--- src/rtl/mem_pkg.sv ---
// Shared types for the unified-memory port: access sizes, arbiter FSM states, requester ids.
// Combinational definitions only; no latency or backpressure of its own.
package mem_pkg;

    localparam logic [1:0] SIZE_BYTE = 2'b00;
    localparam logic [1:0] SIZE_HALF = 2'b01;
    localparam logic [1:0] SIZE_WORD = 2'b10;

    typedef enum logic [1:0] {
        ST_IDLE  = 2'd0,
        ST_ISSUE = 2'd1,
        ST_WAIT  = 2'd2,
        ST_RESP  = 2'd3
    } state_t;

    typedef enum logic {
        REQ_IF = 1'b0,
        REQ_D  = 1'b1
    } req_id_t;

endpackage

--- src/rtl/mem_lane_align.sv ---
// Byte-lane steering: store byte enables and replication, load extract/extend, misalignment check.
// Purely combinational (0 cycles); no backpressure.
module mem_lane_align
    import mem_pkg::*;
(
    input  logic [1:0]  off_i,
    input  logic [1:0]  size_i,
    input  logic        unsigned_i,
    input  logic [31:0] wdata_i,
    input  logic [31:0] rdata_i,
    output logic [3:0]  be_o,
    output logic [31:0] wdata_o,
    output logic [31:0] rdata_o,
    output logic        misaligned_o
);

    logic [7:0]  rbyte;
    logic [15:0] rhalf;

    always_comb begin
        case (off_i)
            2'd0:    rbyte = rdata_i[7:0];
            2'd1:    rbyte = rdata_i[15:8];
            2'd2:    rbyte = rdata_i[23:16];
            default: rbyte = rdata_i[31:24];
        endcase
        rhalf = off_i[1] ? rdata_i[31:16] : rdata_i[15:0];
    end

    always_comb begin
        be_o         = 4'b0000;
        wdata_o      = wdata_i;
        rdata_o      = 32'h0;
        misaligned_o = 1'b0;
        case (size_i)
            SIZE_BYTE: begin
                be_o    = 4'b0001 << off_i;
                wdata_o = {4{wdata_i[7:0]}};
                rdata_o = {{24{~unsigned_i & rbyte[7]}}, rbyte};
            end
            SIZE_HALF: begin
                be_o         = 4'b0011 << {off_i[1], 1'b0};
                wdata_o      = {2{wdata_i[15:0]}};
                rdata_o      = {{16{~unsigned_i & rhalf[15]}}, rhalf};
                misaligned_o = off_i[0];
            end
            SIZE_WORD: begin
                be_o         = 4'b1111;
                rdata_o      = rdata_i;
                misaligned_o = |off_i;
            end
            default: misaligned_o = 1'b1;
        endcase
    end

endmodule

--- src/rtl/mem_port_arbiter.sv ---
// Arbitrates fetch vs load/store onto one fixed-latency memory, one access outstanding at a time.
// Latency: store 2, load/fetch 2+MEM_LATENCY, misaligned 1 cycle; readies only in IDLE, responses not back-pressured.
module mem_port_arbiter
    import mem_pkg::*;
#(
    parameter int unsigned MEM_LATENCY     = 1,
    parameter int unsigned MAX_DATA_STREAK = 4
)
(
    input  logic        clk,
    input  logic        rst_n,
    input  logic        if_req_valid,
    output logic        if_req_ready,
    input  logic [31:0] if_addr,
    output logic        if_resp_valid,
    output logic [31:0] if_rdata,
    input  logic        d_req_valid,
    output logic        d_req_ready,
    input  logic [31:0] d_addr,
    input  logic        d_we,
    input  logic [1:0]  d_size,
    input  logic        d_unsigned,
    input  logic [31:0] d_wdata,
    output logic        d_resp_valid,
    output logic [31:0] d_rdata,
    output logic        d_misaligned,
    output logic        mem_en,
    output logic        mem_we,
    output logic [3:0]  mem_be,
    output logic [31:0] mem_addr,
    output logic [31:0] mem_wdata,
    input  logic [31:0] mem_rdata
);

    localparam int unsigned CNT_W = (MEM_LATENCY > 1) ? $clog2(MEM_LATENCY) : 1;
    localparam int unsigned STK_W = $clog2(MAX_DATA_STREAK + 1);

    state_t             state_q, state_d;
    req_id_t            id_q, id_d;
    logic               we_q, we_d;
    logic [3:0]         be_q, be_d;
    logic [31:0]        addr_q, addr_d;
    logic [31:0]        wdata_q, wdata_d;
    logic [1:0]         size_q, size_d;
    logic               uns_q, uns_d;
    logic [1:0]         off_q, off_d;
    logic               misal_q, misal_d;
    logic [31:0]        rdata_q, rdata_d;
    logic [CNT_W-1:0]   lat_q, lat_d;
    logic [STK_W-1:0]   streak_q, streak_d;

    logic        idle, fetch_first, grant_d, grant_if;
    logic [3:0]  al_be;
    logic [31:0] al_wdata, al_rdata;
    logic        al_misal;
    logic        unused_if_off;

    assign unused_if_off = ^if_addr[1:0];

    assign idle        = (state_q == ST_IDLE);
    assign fetch_first = if_req_valid && (streak_q == STK_W'(MAX_DATA_STREAK));
    assign grant_d     = idle && d_req_valid && !fetch_first;
    assign grant_if    = idle && if_req_valid && !grant_d;
    assign d_req_ready  = grant_d;
    assign if_req_ready = grant_if;

    // Live request drives the lanes while idle; the latched access drives them during the read.
    mem_lane_align u_align (
        .off_i        (idle ? d_addr[1:0] : off_q),
        .size_i       (idle ? d_size : size_q),
        .unsigned_i   (idle ? d_unsigned : uns_q),
        .wdata_i      (d_wdata),
        .rdata_i      (mem_rdata),
        .be_o         (al_be),
        .wdata_o      (al_wdata),
        .rdata_o      (al_rdata),
        .misaligned_o (al_misal)
    );

    always_comb begin
        state_d  = state_q;
        id_d     = id_q;
        we_d     = we_q;
        be_d     = be_q;
        addr_d   = addr_q;
        wdata_d  = wdata_q;
        size_d   = size_q;
        uns_d    = uns_q;
        off_d    = off_q;
        misal_d  = misal_q;
        rdata_d  = rdata_q;
        lat_d    = lat_q;
        streak_d = streak_q;
        case (state_q)
            ST_IDLE: begin
                if (grant_d) begin
                    id_d     = REQ_D;
                    we_d     = d_we & ~al_misal;
                    be_d     = al_misal ? 4'b0000 : al_be;
                    addr_d   = {d_addr[31:2], 2'b00};
                    wdata_d  = al_wdata;
                    size_d   = d_size;
                    uns_d    = d_unsigned;
                    off_d    = d_addr[1:0];
                    misal_d  = al_misal;
                    rdata_d  = 32'h0;
                    state_d  = al_misal ? ST_RESP : ST_ISSUE;
                    streak_d = if_req_valid ? streak_q + STK_W'(1) : '0;
                end else if (grant_if) begin
                    id_d     = REQ_IF;
                    we_d     = 1'b0;
                    be_d     = 4'b1111;
                    addr_d   = {if_addr[31:2], 2'b00};
                    wdata_d  = 32'h0;
                    misal_d  = 1'b0;
                    rdata_d  = 32'h0;
                    state_d  = ST_ISSUE;
                    streak_d = '0;
                end
            end
            ST_ISSUE: begin
                if (we_q) begin
                    state_d = ST_RESP;
                end else begin
                    state_d = ST_WAIT;
                    lat_d   = CNT_W'(MEM_LATENCY - 1);
                end
            end
            ST_WAIT: begin
                if (lat_q == '0) begin
                    rdata_d = (id_q == REQ_IF) ? mem_rdata : al_rdata;
                    state_d = ST_RESP;
                end else begin
                    lat_d = lat_q - CNT_W'(1);
                end
            end
            default: state_d = ST_IDLE;
        endcase
    end

    always_ff @(posedge clk or negedge rst_n) begin
        if (!rst_n) begin
            state_q  <= ST_IDLE;
            id_q     <= REQ_IF;
            we_q     <= 1'b0;
            be_q     <= 4'b0000;
            addr_q   <= 32'h0;
            wdata_q  <= 32'h0;
            size_q   <= 2'b00;
            uns_q    <= 1'b0;
            off_q    <= 2'b00;
            misal_q  <= 1'b0;
            rdata_q  <= 32'h0;
            lat_q    <= '0;
            streak_q <= '0;
        end else begin
            state_q  <= state_d;
            id_q     <= id_d;
            we_q     <= we_d;
            be_q     <= be_d;
            addr_q   <= addr_d;
            wdata_q  <= wdata_d;
            size_q   <= size_d;
            uns_q    <= uns_d;
            off_q    <= off_d;
            misal_q  <= misal_d;
            rdata_q  <= rdata_d;
            lat_q    <= lat_d;
            streak_q <= streak_d;
        end
    end

    assign mem_en    = (state_q == ST_ISSUE);
    assign mem_we    = mem_en & we_q;
    assign mem_be    = mem_en ? be_q : 4'b0000;
    assign mem_addr  = mem_en ? addr_q : 32'h0;
    assign mem_wdata = mem_en ? wdata_q : 32'h0;

    assign if_resp_valid = (state_q == ST_RESP) && (id_q == REQ_IF);
    assign d_resp_valid  = (state_q == ST_RESP) && (id_q == REQ_D);
    assign if_rdata      = if_resp_valid ? rdata_q : 32'h0;
    assign d_rdata       = d_resp_valid ? rdata_q : 32'h0;
    assign d_misaligned  = d_resp_valid & misal_q;

endmodule

--- config.mk ---
export PLATFORM = sky130hd
export DESIGN_NAME = mem_port_arbiter
export DESIGN_NICKNAME = d
export VERILOG_FILES = /design/src/rtl/mem_pkg.sv /design/src/rtl/mem_lane_align.sv /design/src/rtl/mem_port_arbiter.sv
export SDC_FILE = /design/constraint.sdc
export NUM_CORES = 1
export LEC_CHECK = 0
export ABC_AREA = 1
export CORE_MARGIN = 1.5
export CORE_UTILIZATION = 41
export DETAILED_ROUTE_END_ITERATION = 6
export HOLD_SLACK_MARGIN = 0.08
export PLACE_DENSITY = 0.74
export SYNTH_ARGS = -nofsm -noshare
export SYNTH_HDL_FRONTEND = slang
export SYNTH_HIERARCHICAL = 1
export SYNTH_SLANG_ARGS = --single-unit
--- constraint.sdc ---
create_clock -name clk -period 3.9 [get_ports clk]
set_input_delay 0.39 -clock clk [delete_from_list [all_inputs] [get_ports clk]]
set_output_delay 0.39 -clock clk [all_outputs]
set_load 0.03 [all_outputs]
==> results.json <==
{
  "grt_util_all_layers_pct": 24.2,
  "slew_headroom_pct": 20.7,
  "ant_nets": 0,
  "setup.worst_path.start_class": "flop",
  "firstDrtPassIters": 5,
  "fillerInstances": 1852,
  "cts-htree-levels": 3,
  "totalWireLength_um": 23900,
  "cts.sinks": 111,
  "worst_pin_slew_ps": 1190,
  "ctsHoldBuffers": 1,
  "min_path_cells": 2,
  "cp_max_fo": 16,
  "drive_gt1_share_pct": 3.44,
  "mappedNetlistArea_um2": 7860,
  "syn_to_final_growth_pct": 38.2,
  "post-place-cells": 1758,
  "port-buffer-count": 270,
  "holdPathEnd": "rdata_q[17]",
  "hold_class": "reg2reg",
  "multiInputGateArea_um2": 3910,
  "leakagePower_uw": 0.00589,
  "grt_max_degree": 72,
  "grt_pass1_vias": 7839,
  "cap_violations": 0,
  "cp_data_required_time_ps": 4190,
  "setup_viol_count_final": 0,
  "core_um2": 18800,
  "die_x_um": 141,
  "rows": 50,
  "antenna_found_initial": 0,
  "die_y_um": 141,
  "fin_tns_setup_ps": 0,
  "crit_chain": "inv_1 -> ha_1 -> inv_1 -> o21ai_0 -> inv_2 -> nor2_4 -> nand3_2 -> nand2_1 -> inv_1 -> nand2_1 -> nand2_1 -> a21oi_1 -> nand2_1 -> nand2_1",
  "critical_path.endpoint_type": "flop",
  "peakVddDrop_v": 0.000386,
  "avgRoutedWirePerCell_um": 13.5,
  "grt_first_pass_wirelength_um": 39100,
  "r2r_start": "state_q[0]",
  "gp_congestion": 0.887,
  "postCtsSetupBuffers": 0,
  "cts_resized": 0,
  "hold_violations": 0,
  "period_needed_ps": 3250,
  "final_common_cell": "nand2_1",
  "synthDistinctLibCells": 27,
  "antennaDiodeCount": 0,
  "final_net_count": 1679,
  "synth_seq_area_share_pct": 35.3,
  "io_pins": 275,
  "ff2ff_setup_slack_ps": 650,
  "path_clk_slew_ps": 70,
  "rsz0062_at_grt": "false",
  "p_per_area_nw_per_um2": 697,
  "routed_via_density": 4.75,
  "min_period_over_period_pct": 83.3,
  "mostFrequentLayoutCells": "nand2_1 (635), clkdlybuf4s50_1 (268), inv_1 (194)",
  "ys_warn_count": 6,
  "synth_area_per_cell_um2": 5.98,
  "status": "completed",
  "reg2regPathDepth": 14,
  "cp_slowest_cell": "o21ai_0",
  "vias": 8432,
  "drc": 0,
  "grt_overflow": 0,
  "hp-start": "rdata_q[17]",
  "drt-initial-drc-count": 603,
  "clockBufferDepth": 2,
  "netlist_instances": 1315,
  "clock_skew_ps": 8.56,
  "final_cells": 1775,
  "regArea_um2": 2780,
  "crit_type": "reg2reg",
  "max_freq_ghz": 0.308,
  "cp-startpoint": "state_q[0]",
  "ys_ff_latch": 111,
  "numCtsBuffers": 9,
  "cts_tree": "done",
  "r2r-end": "rdata_q[28]",
  "dp.final_hpwl_um": 17100,
  "crit_top_cell": "nand2_1",
  "fp.dieArea_um2": 20000,
  "slew_viol_final": 0,
  "arrival_ps": 3540,
  "clkLatencyLatePin_ps": 350,
  "cpPeakStageDelay_ps": 650,
  "cts_root_buf": "clkbuf_16",
  "initial_utilization_pct": 41.9
}
-- worst max path at each step --
stage | endpoint | slack [ps] | depth (start not counted)
final | rdata_q[28] | 650 | 14
after global routing | rdata_q[26] | 360 | 14
after CTS | rdata_q[7] | 680 | 15
after detailed placement | rdata_q[7] | 700 | 15
after global placement | rdata_q[28] | 770 | 14
after floorplan | be_q[3] | 1210 | 14
-- worst max-delay path, delay by kind of cell, from the launching register on --
family                   cells  cell delay [ps]
flip-flops                   1              430
buffers and inverters        4              560
AND/OR/NAND/NOR              7             1080
AO/OA/AOI/OAI                2              810
adder cells (fa/ha/maj)      1              300
-- logic make-up after synthesis --
kind of cell,after synthesis,synth area share [%]
and+or+nand+nor,795,40.5
buffers and inverters,281,15.1
AOI/OAI and AO/OA,119,7.77
DFF,111,35.3
adders and majority gates,7,1.11
xor gates and xnor gates,1,0.111
other,1,0.0477
-- layout make-up --
cell class | instances | area share [%]
repair buffers | 289 | 26.3
clock inverters | 5 | 0.392
flip-flops and latches | 111 | 25.6
inverters | 201 | 6.96
well taps | 234 | 2.69
multi-input cells | 924 | 36.0
clock buffers | 11 | 2.14
-- report_power, final --
group | internal (uW) | leakage [uW] | switching (uW) | total [uW]
combinational | 1630 | 0.00435 | 3230 | 4860
clock | 441 | 0.000130 | 445 | 886
sequential | 1590 | 0.00140 | 235 | 1830
total | 3660 | 0.00589 | 3910 | 7570
-- registers in the layout (all words and copies together), names as in the netlist --
signal,cells
addr_q,30
be_q,4
id_q,1
misal_q,1
off_q,2
rdata_q,32
size_q,2
state_q,2
streak_q,3
uns_q,1
wdata_q,32
we_q,1
-- cell usage after synthesis, drive strengths merged --
master,count,area [um2]
clkinv,2,8.75
nand3,26,145
xnor2,1,8.76
o22ai,1,6.26
ha,7,87.6
buf,54,338
clkbuf,26,97.6
conb,1,3.75
dfrtp,111,2780
inv,199,747
a21oi,47,235
nor2,101,404
nand3b,31,233
o21ai,70,362
nand2,637,2400
o31ai,1,7.51
-- metal layers --
layer / vias to the layer above / GRT usage, % / wire length, um
li1: 4318 / - / -
met1: 3771 / 30.8 / 10400
met2: 301 / 40.9 / 11200
met3: 42 / 4.89 / 1720
met4: 0 / 8.36 / 658
met5: - / 0 / 0
-- stage by stage --
step,instance area (um2),hold WS [ps],utilization (%),worst slack [ps],total power (uW)
after floorplan,7870,94.4,-,1210,5310
after global placement,10600,455,56.4,770,6610
after detailed placement,10600,459,56.4,698,6680
after CTS,10900,477,57.9,680,7600
after global routing,10900,493,57.9,361,8280
final,10900,474,57.9,650,7570
(Power assumes the default switching activity.)
